$ cat config.mk
export PLATFORM = sky130hd
export DESIGN_NAME = fix_msg_scheduler
export DESIGN_NICKNAME = d
export VERILOG_FILES = /design/src/rtl/fix_sched_pkg.sv /design/src/rtl/fix_prio_arb.sv /design/src/rtl/fix_msg_scheduler.sv
export SDC_FILE = /design/constraint.sdc
export NUM_CORES = 1
export LEC_CHECK = 0
export CAP_MARGIN = 20
export CORE_AREA = 2 2 72 74
export CTS_BUF_LIST = sky130_fd_sc_hd__clkbuf_4
export CTS_CLUSTER_DIAMETER = 60
export CTS_CLUSTER_SIZE = 25
export DETAILED_ROUTE_END_ITERATION = 8
export DIE_AREA = 0 0 74 76
export HOLD_SLACK_MARGIN = 0.03
export PLACE_DENSITY = 0.76
export SLEW_MARGIN = 20
export SYNTH_ARGS = -nofsm -noshare
export SYNTH_HDL_FRONTEND = slang
export SYNTH_SLANG_ARGS = --single-unit
$ cat constraint.sdc
create_clock -name clk -period 2.1 [get_ports clk]
set_clock_uncertainty 0.2 [all_clocks]
set_input_delay 0.315 -clock clk [delete_from_list [all_inputs] [get_ports clk]]
set_output_delay 0.315 -clock clk [all_outputs]
set_load 0.05 [all_outputs]
$ cat src/rtl/fix_sched_pkg.sv
// fix_sched_pkg: shared message-type codes, FSM state type and request
// vector constants for the FIX session message scheduler.
package fix_sched_pkg;

    localparam int NUM_REQ = 5;

    // Message type codes; each code is also the bit index in pending/grant vectors.
    localparam logic [2:0] MT_LOGON     = 3'd0;
    localparam logic [2:0] MT_HEARTBEAT = 3'd1;
    localparam logic [2:0] MT_TEST_REQ  = 3'd2;
    localparam logic [2:0] MT_LOGOUT    = 3'd3;
    localparam logic [2:0] MT_APP       = 3'd4;

    // Eligibility masks: only Logon before login, everything but Logon after.
    localparam logic [NUM_REQ-1:0] ELIG_LOGGED_OUT = 5'b00001;
    localparam logic [NUM_REQ-1:0] ELIG_LOGGED_IN  = 5'b11110;

    typedef enum logic [1:0] {
        IDLE  = 2'd0,
        ISSUE = 2'd1,
        WAIT  = 2'd2
    } state_e;

endpackage

$ cat src/rtl/fix_prio_arb.sv
// fix_prio_arb: combinational fixed-priority pick over the eligible pending
// vector. Order: LOGOUT > LOGON > TEST_REQ > HEARTBEAT > APP.
module fix_prio_arb
    import fix_sched_pkg::*;
(
    input  logic [NUM_REQ-1:0] req_i,
    output logic [NUM_REQ-1:0] grant_oh_o,
    output logic [2:0]         code_o,
    output logic               valid_o
);

    // Priority chain selecting the encoded winner and its one-hot form.
    always_comb begin
        valid_o = |req_i;
        if (req_i[MT_LOGOUT]) begin
            code_o = MT_LOGOUT;
        end else if (req_i[MT_LOGON]) begin
            code_o = MT_LOGON;
        end else if (req_i[MT_TEST_REQ]) begin
            code_o = MT_TEST_REQ;
        end else if (req_i[MT_HEARTBEAT]) begin
            code_o = MT_HEARTBEAT;
        end else begin
            code_o = MT_APP;
        end
        if (valid_o) begin
            grant_oh_o = 5'b00001 << code_o;
        end else begin
            grant_oh_o = 5'b00000;
        end
    end

endmodule

$ cat src/rtl/fix_msg_scheduler.sv
// fix_msg_scheduler: picks the next FIX admin/application message, strobes
// the creator, waits for completion and owns MsgSeqNum and the login flag.
// Optional done-watchdog enabled by defining FIX_SCHED_WDOG_EN.
module fix_msg_scheduler
    import fix_sched_pkg::*;
#(
    parameter int SEQ_W       = 16,
    parameter int WDOG_CYCLES = 4096
) (
    input  logic             clk,
    input  logic             rst,
    input  logic             enable_i,
    input  logic             tick_i,
    input  logic [7:0]       hb_interval_i,
    input  logic             req_logon_i,
    input  logic             req_logout_i,
    input  logic             req_test_i,
    input  logic             req_app_i,
    input  logic             msg_done_i,
    output logic             start_o,
    output logic [2:0]       msg_type_o,
    output logic [4:0]       grant_o,
    output logic [SEQ_W-1:0] msg_seq_num_o,
    output logic             busy_o,
    output logic             logged_in_o,
    output logic             error_o
);

    state_e             state_q;
    logic [NUM_REQ-1:0] pend_q;
    logic [NUM_REQ-1:0] pend_d;
    logic [NUM_REQ-1:0] grant_q;
    logic [2:0]         msg_type_q;
    logic [SEQ_W-1:0]   seq_q;
    logic [7:0]         hb_cnt_q;
    logic               start_q;
    logic               busy_q;
    logic               logged_in_q;
    logic               error_q;
    logic               hold_q;     // one settle cycle in IDLE after a completion

    logic [NUM_REQ-1:0] req_s;
    logic [NUM_REQ-1:0] elig_mask_s;
    logic [NUM_REQ-1:0] arb_oh_s;
    logic [2:0]         arb_code_s;
    logic               arb_valid_s;
    logic               hb_inc_s;
    logic               hb_fire_s;
    logic               take_s;

`ifdef FIX_SCHED_WDOG_EN
    localparam int WD_W = $clog2(WDOG_CYCLES) + 1;
    logic [WD_W-1:0] wdog_q;
`endif

    // Sequence number never takes the value 0: all-ones wraps to 1.
    function automatic logic [SEQ_W-1:0] seq_next(input logic [SEQ_W-1:0] s);
        if (s == {SEQ_W{1'b1}}) begin
            seq_next = SEQ_W'(1);
        end else begin
            seq_next = s + SEQ_W'(1);
        end
    endfunction

    fix_prio_arb u_arb (
        .req_i      (pend_q & elig_mask_s),
        .grant_oh_o (arb_oh_s),
        .code_o     (arb_code_s),
        .valid_o    (arb_valid_s)
    );

    // Heartbeat trigger, request vector, grant decision and next pending bits.
    always_comb begin
        if (logged_in_q) begin
            elig_mask_s = ELIG_LOGGED_IN;
        end else begin
            elig_mask_s = ELIG_LOGGED_OUT;
        end
        hb_inc_s  = logged_in_q && (hb_interval_i != 8'd0) && tick_i &&
                    (hb_cnt_q < hb_interval_i);
        hb_fire_s = hb_inc_s && ((hb_cnt_q + 8'd1) == hb_interval_i);
        req_s     = {req_app_i, req_logout_i, req_test_i, hb_fire_s, req_logon_i};
        take_s    = (state_q == IDLE) && !hold_q && arb_valid_s;
        // A same-type pulse in the grant cycle is absorbed by the clear term.
        if (take_s) begin
            pend_d = (pend_q | req_s) & ~arb_oh_s & elig_mask_s;
        end else begin
            pend_d = (pend_q | req_s) & elig_mask_s;
        end
    end

    // Scheduler FSM with all session state and registered outputs.
    always_ff @(posedge clk) begin
        if (rst) begin
            state_q     <= IDLE;
            pend_q      <= 5'b00000;
            grant_q     <= 5'b00000;
            msg_type_q  <= MT_LOGON;
            seq_q       <= SEQ_W'(1);
            hb_cnt_q    <= 8'd0;
            start_q     <= 1'b0;
            busy_q      <= 1'b0;
            logged_in_q <= 1'b0;
            error_q     <= 1'b0;
            hold_q      <= 1'b0;
`ifdef FIX_SCHED_WDOG_EN
            wdog_q      <= '0;
`endif
        end else if (!enable_i) begin
            // Session dropped: flush everything except the last message type.
            state_q     <= IDLE;
            pend_q      <= 5'b00000;
            grant_q     <= 5'b00000;
            seq_q       <= SEQ_W'(1);
            hb_cnt_q    <= 8'd0;
            start_q     <= 1'b0;
            busy_q      <= 1'b0;
            logged_in_q <= 1'b0;
            error_q     <= 1'b0;
            hold_q      <= 1'b0;
        end else begin
            pend_q  <= pend_d;
            start_q <= 1'b0;
            error_q <= 1'b0;
            hold_q  <= 1'b0;
            if (start_q) begin
                hb_cnt_q <= 8'd0;
            end else if (hb_inc_s) begin
                hb_cnt_q <= hb_cnt_q + 8'd1;
            end
            case (state_q)
                IDLE: begin
                    if (take_s) begin
                        msg_type_q <= arb_code_s;
                        grant_q    <= arb_oh_s;
                        start_q    <= 1'b1;
                        busy_q     <= 1'b1;
                        state_q    <= ISSUE;
                    end
                end
                ISSUE: begin
                    state_q <= WAIT;
`ifdef FIX_SCHED_WDOG_EN
                    wdog_q  <= '0;
`endif
                end
                WAIT: begin
                    if (msg_done_i) begin
                        state_q <= IDLE;
                        busy_q  <= 1'b0;
                        grant_q <= 5'b00000;
                        hold_q  <= 1'b1;
                        if (msg_type_q == MT_LOGOUT) begin
                            logged_in_q <= 1'b0;
                            seq_q       <= SEQ_W'(1);
                        end else begin
                            seq_q <= seq_next(seq_q);
                            if (msg_type_q == MT_LOGON) begin
                                logged_in_q <= 1'b1;
                            end
                        end
`ifdef FIX_SCHED_WDOG_EN
                    end else if (wdog_q == WD_W'(WDOG_CYCLES - 1)) begin
                        // Creator hung: abandon the message without completing it.
                        state_q <= IDLE;
                        busy_q  <= 1'b0;
                        grant_q <= 5'b00000;
                        hold_q  <= 1'b1;
                        error_q <= 1'b1;
                    end else begin
                        wdog_q <= wdog_q + WD_W'(1);
`endif
                    end
                end
                default: begin
                    state_q <= IDLE;
                    busy_q  <= 1'b0;
                    grant_q <= 5'b00000;
                end
            endcase
        end
    end

    assign start_o       = start_q;
    assign msg_type_o    = msg_type_q;
    assign grant_o       = grant_q;
    assign msg_seq_num_o = seq_q;
    assign busy_o        = busy_q;
    assign logged_in_o   = logged_in_q;
    assign error_o       = error_q;

endmodule

==> flow_summary_export.csv, run 1 <==
group,metric,value,unit
outcome,status,"finished, final reports clean",
drt,route.detailed.drc,0,
layout,final_cells,419,
sta,period_share,98.33,%
floorplanning,start_util,46.00,%
logic_synthesis,synth-edff-count,0,
clock_network,cts_max_level,2,
min_path,worst_hold_path.endpoint,"grant_o[2]$_SDFFE_PP0P_",
logic_synthesis,netlist.area_leader.share,38.10,%
clock_network,cts_sinks,43,
critical_path,path_cells,"clkdlybuf4s50_1 -> inv_1 -> ha_4 -> a211o_1 -> o2111ai_4 -> buf_6 -> nand4_1 -> xor2_1 -> nor2_1",
layout,area_delta_synth_final,39.42,%
sta,fmax,0.4843,GHz
power,peakVddDrop,206.2,uV
grt,grt_pass1_wl,9114,um
critical_path,r2r_start,"pend_q[2]$_SDFF_PP0_",
placement,dp_cells,411,
floorplanning,die_w,74,um
floorplanning,dieArea,5624,um^2
logic_synthesis,yosys_warnings,0,
floorplanning,io_pins,45,
grt,grt_use_total,20.26,%
sta,report.final.hold_viol_count,0,
drt,first_iter_violations,162,
grt,antenna_found_initial,0,
floorplanning,fp.coreArea,4912,um^2
logic_synthesis,synthFlopType,"dfxtp_1",
grt,overflow,0,
drt,via_count,2191,
clock_network,cts_tree,"done",
logic_synthesis,synth-seq-cells,43,
placement,postPlaceCellArea,3062,um^2
clock_network,post-cts-setup-buffers,0,
clock_network,clkLatencyLatePin,0.35,ns
layout,nNetsFinal,375,
placement,dp_hpwl,4128,um
layout,post-route-util,64.14,%
critical_path,worst_setup_path_start_kind,"primary input",
clock_network,clk_root_buffer_cell,"clkbuf_4",
sta,final-setup-viol-count,0,
grt,grt_max_degree,13,
sta,slew_headroom,65.02,%
sta,hold_slack,0.2645,ns
critical_path,critPathMaxStageDelay,0.49,ns
critical_path,cpMaxStageDelayCell,"clkdlybuf4s50_1",
min_path,hp-start,"grant_o[2]$_SDFFE_PP0P_",
layout,fin_area,3151,um^2
layout,final_cell_mix,"nor2_1, dfxtp_1, buf_4",
clock_network,cts_buffer_depth,2,
logic_synthesis,synth_area,2260,um^2
logic_synthesis,synth.area.top_cells,"dfxtp_1, xor2_1, nor2_1",
critical_path,r2r_slack,0.15,ns
min_path,hold_path_class,"reg2reg",
layout,seq_area,872.1,um^2
placement,globalplace.congestion,0.9089,
drt,finalWirelength,5308,um
clock_network,cts_buffers,5,
layout,drive_gt1_share,19.77,%
drt,vias_per_cell,5.229,
layout,multi_input_area,1365,um^2
logic_synthesis,yosysUniqueCellTypes,53,
min_path,min_path_cells,2,
clock_network,cts.clk_slew.worst_paths,0.12,ns
power,p_leak,1.371,nW
critical_path,worst-r2r-cell-count,6,
grt,grt_pass1_vias,2128,
critical_path,cp_max_fo,7,
logic_synthesis,synthesis.nets,294,
layout,final_common_cell,"nor2_1",
logic_synthesis,synth_top_cell_by_area,"dfxtp_1",
run,drv_cap,0,
power,powerDensity,436.3,nW/um^2
layout,diodes,0,
critical_path,path_class,"in2reg",
floorplanning,rows,26,
logic_synthesis,synth.avg_cell_area,8.463,um^2
drt,ant_nets,0,
logic_synthesis,synthArstFlopShare,0,%
drt,wl_per_cell,12.67,um
sta,worstMarginPinSlew,0.5238,ns
critical_path,required,2.14,ns
sta,slew_viol_final,0,
sta,final.setup.tns,0,ns
sta,min_period,2.065,ns
placement,io_buffers,43,
critical_path,worstPathArrival,2.10,ns
floorplanning,dieHeight,76,um
logic_synthesis,seq_area_frac_synth,38.10,%
critical_path,r2r-end,"grant_o[1]$_SDFFE_PP0P_",
critical_path,endpoint_kind,"flop",
drt,firstDrtPassIters,4,
critical_path,cp_top_family,"buffers and inverters",
critical_path,crit_buf_inv,3,
logic_synthesis,synthCells,267,
layout,fillers,433,
==> final cells by class <==
type / count / area share, %
clock buffer: 7 / 1.668
clock inverter: 1 / 0.1589
inverter: 11 / 1.311
multi-input combinational: 208 / 43.33
sequential: 43 / 27.68
tap: 70 / 2.780
timing repair buffer: 79 / 23.07
==> synth_stat cells (all sizes together), types with 2 or more instances <==
cell and count:
nor3 5, nor2b 2, and3 4, xor2 19
nand3b 3, or4b 2, nor2 37, and3b 2
a2111oi 4, nand3 14, buf 4, a21oi 13
nor3b 2, nand2b 6, and4 4, inv 11
nor4 3, dfxtp 43, a31oi 3, xnor2 8
o21ai 15, nand2 21, nand4 8, ha 10
and2 4, or3 3
==> sequential cells by signal (all words and copies together) (netlist names) <==
| register | count |
|---|---|
| msg_seq_num_o | 16 |
| hb_cnt_q | 8 |
| grant_o | 5 |
| pend_q | 5 |
| msg_type_o | 3 |
| state_q | 2 |
| busy_o | 1 |
| hold_q | 1 |
| logged_in_o | 1 |
| start_o | 1 |
==> timing repair <==
item | CTS | global route
gates resized for setup | 11 | 11
pin swaps | 2 | 5
hold endpoints to repair | 0 | 0
gates cloned | 0 | 0
endpoints found under the setup margin | 11 | 15
hold buffers | 0 | 0
==> metrics by stage <==
stage	worst slack [ns]	total power, mW
detailed placement	-0.4665	0.9839
CTS	0.003030	1.391
global route	-0.02856	1.447
global placement	-0.3978	0.9820
floorplan	0.01530	0.9044
finish	0.03516	1.374
==> worst min-delay path, stage by stage (launching register included) <==
cell and delay (ns):
dfxtp_1 0.34, nand2_1 0.04, o21ai_0 0.05
==> logic make-up (layout without fill, tap and decap cells) <==
group / after synthesis / count (layout) / share of synthesized area, %
DFF: 43 / 43 / 38.10
AOI/OAI and AO/OA: 46 / 46 / 13.79
adders and majority gates: 10 / 10 / 5.537
xor gates and xnor gates: 27 / 27 / 10.47
buffers and inverters: 16 / 98 / 2.935
other: 1 / 1 / 0.1660
muxes: 1 / 1 / 0.4430
and+or+nand+nor: 123 / 123 / 28.57
==> worst max path at each step <==
stage	startpoint	to	slack, ns	depth (start not counted)
CTS	msg_seq_num_o[2]$_SDFFE_PP0P_	msg_seq_num_o[2]	0.003	1
global placement	hb_interval_i[5]	pend_q[1]$_SDFF_PP0_	-0.40	8
global route	hb_interval_i[5]	hb_cnt_q[5]$_SDFFE_PP0P_	-0.03	9
floorplan	hb_interval_i[5]	pend_q[1]$_SDFF_PP0_	0.02	7
finish	hb_interval_i[5]	hb_cnt_q[5]$_SDFFE_PP0P_	0.04	9
detailed placement	hb_interval_i[5]	pend_q[1]$_SDFF_PP0_	-0.47	8
==> metal layers <==
metal | wire length [um] | track usage [%] | share of wire [%]
met1 | 2402 | 25.43 | 45
met2 | 2605 | 33.21 | 49
met3 | 213 | 4.365 | 4.0
met4 | 86 | 8.000 | 1.6
met5 | 0 | 0 | 0
==> where the power goes <==
group	switching, mW	leakage [nW]	internal, mW
sequential	0.00391	0.351	0.819
clock	0.252	0.0361	0.157
combinational	0.0687	0.983	0.0748
(Power assumes the default switching activity.)
==> run 2: changes to the inputs <==
Settings changed: CORE_AREA 2 2 72 74 to 2 2 71 73, DIE_AREA 0 0 74 76 to 0 0 73 75, DONT_BUFFER_PORTS set to 1, PLACE_DENSITY 0.76 to 0.65.
==> flow_summary_export.csv, run 2 (same netlist as run 1, synthesis figures left out) <==
group,metric,value,unit
outcome,status,"finished, final reports clean",
grt,grt_pass1_wl,8197,um
critical_path,worstPathArrival,2.08,ns
sta,period_share,94.34,%
layout,multi_input_area,1379,um^2
sta,worstMarginPinSlew,0.5196,ns
sta,rsz0062_at_grt,"false",
floorplanning,die_w,73,um
grt,grt_use_total,19.35,%
floorplanning,io_pins,45,
sta,fmax,0.5047,GHz
critical_path,cp-endpoint,"pend_q[1]$_SDFF_PP0_",
power,peakVddDrop,205.8,uV
layout,largest_register_ffs,16,
placement,pre_cts_slack,0.07533,ns
floorplanning,dieArea,5475,um^2
critical_path,r2r_slack,0.12,ns
power,powerDensity,558.1,nW/um^2
floorplanning,fp.coreArea,4661,um^2
drt,ant_nets,0,
floorplanning,dieHeight,75,um
clock_network,cts_tree,"done",
layout,area_delta_synth_final,23.75,%
critical_path,worst_setup_path_start_kind,"flop",
layout,nNetsFinal,338,
min_path,hold_path_class,"in2reg",
sta,slew_headroom,65.31,%
clock_network,cts_sinks,43,
layout,final_cell_mix,"nor2_1, buf_4, dfxtp_1",
drt,wl_per_cell,14.07,um
drt,finalWirelength,5148,um
layout,drive_gt1_share,22.44,%
grt,grt_max_degree,15,
grt,antenna_found_initial,0,
critical_path,endpoint_kind,"flop",
min_path,min_path_cells,3,
clock_network,cts.clk_slew.worst_paths,0.13,ns
sta,final.setup.tns,0,ns
power,p_leak,1.081,nW
clock_network,cts_buffers,5,
clock_network,clk_root_buffer_cell,"clkbuf_4",
clock_network,cts_buffer_depth,2,
sta,slew_viol_final,0,
critical_path,required,2.20,ns
drt,vias_per_cell,5.544,
clock_network,cts_max_level,2,
sta,timing.final.ws_setup,0.1188,ns
critical_path,startpoint,"hb_cnt_q[5]$_SDFFE_PP0P_",
grt,overflow,0,
grt,grt_pass1_vias,1847,
drt,first_iter_violations,100,
layout,fillers,441,
critical_path,path_class,"reg2reg",
sta,final-setup-viol-count,0,
drt,via_count,2029,
critical_path,cp_max_fo,2,
drt,firstDrtPassIters,4,
floorplanning,rows,25,
floorplanning,start_util,48.48,%
layout,seq_area,873.3,um^2
sta,min_period,1.981,ns
placement,dp_hpwl,3936,um
placement,globalplace.congestion,0.8580,
critical_path,worst-r2r-cell-count,6,
clock_network,clkLatencyLatePin,0.36,ns
layout,diodes,0,
sta,report.final.hold_viol_count,0,
clock_network,post-cts-setup-buffers,0,
critical_path,r2r-end,"pend_q[1]$_SDFF_PP0_",
run,drv_cap,0,
placement,io_buffers,0,
drt,route.detailed.drc,0,
critical_path,r2r_start,"hb_cnt_q[5]$_SDFFE_PP0P_",
==> run 2: changes by cell type in the layout (fill, tap and decap cells not counted), moves of 2 or more <==
cell             previous run  this run
clkbuf_4                    7         5
dlygate4sd3_1               0         6
dlygate4sd2_1               9         0
buf_6                       2         0
bufinv_16                   0         2
dlymetal6s2s_1              8         0
clkdlybuf4s50_1            25         0
buf_4                      34        36
==> run 2: metrics by stage <==
stage               total power [mW]  std cells  hold WS, ns  instance area, um^2  util, %
detailed placement            0.9201        352       0.1924                 2601    55.81
finish                         1.561        366      0.06929                 2796    60.00
floorplan                     0.9044        267       0.1874                 2288        -
global route                   1.627        366      0.06175                 2796    60.00
CTS                            1.581        366      0.04759                 2766    59.36
global placement              0.9190        352       0.1902                 2601    55.81
==> run 2: repair_timing <==
| action | CTS | global route |
|---|---|---|
| endpoints found under the hold margin | 8 | 0 |
| resized for setup | 0 | 6 |
| hold buffers | 6 | 0 |
| endpoints found under the setup margin | 0 | 13 |
==> run 2: worst min-delay path by stage <==
stage                  start                          to
finish              enable_i        pend_q[2]$_SDFF_PP0_
global route        enable_i        pend_q[2]$_SDFF_PP0_
CTS                 enable_i        pend_q[2]$_SDFF_PP0_
detailed placement       rst  msg_type_o[2]$_SDFFE_PP0P_
global placement         rst  msg_type_o[1]$_SDFFE_PP0P_
floorplan                rst  msg_type_o[0]$_SDFFE_PP0P_
==> run 2: critical path, cell delays in order (launching register included) <==
cell	delay, ns
dfxtp_1	0.34
ha_1	0.29
a211o_1	0.33
o2111ai_4	0.20
nand2_2	0.10
a2111oi_4	0.32
a22o_1	0.16
==> run 2: power breakdown <==
part | leakage [nW] | switching (mW) | internal [mW]
clock | 0.0514 | 0.277 | 0.370
sequential | 0.352 | 0.00592 | 0.819
combinational | 0.678 | 0.0524 | 0.0367
==> run 2: cell type report <==
| cell class | count | area share [%] |
|---|---|---|
| clock buffer | 5 | 1.342 |
| clock inverter | 3 | 2.416 |
| multi-input combinational | 208 | 49.31 |
| inverter | 11 | 1.477 |
| tap | 54 | 2.416 |
| sequential | 43 | 31.23 |
| timing repair buffer | 42 | 11.81 |
==> run 2: routing by layer <==
layer	vias to the layer above	wire, um	part of all wire [%]	global-route usage (%)
met3	7	330	6.4	6.961
met5	-	0	0	0
li1	1041	-	-	-
met1	933	2339	45	24.28
met2	48	2403	47	31.03
met4	0	74	1.4	6.379
==> run 3: changes to the inputs <==
Settings changed: CAP_MARGIN 20 to not set.
==> results of run 3 <==
No change in the layout: final DEF, timing and power equal those of run 2.
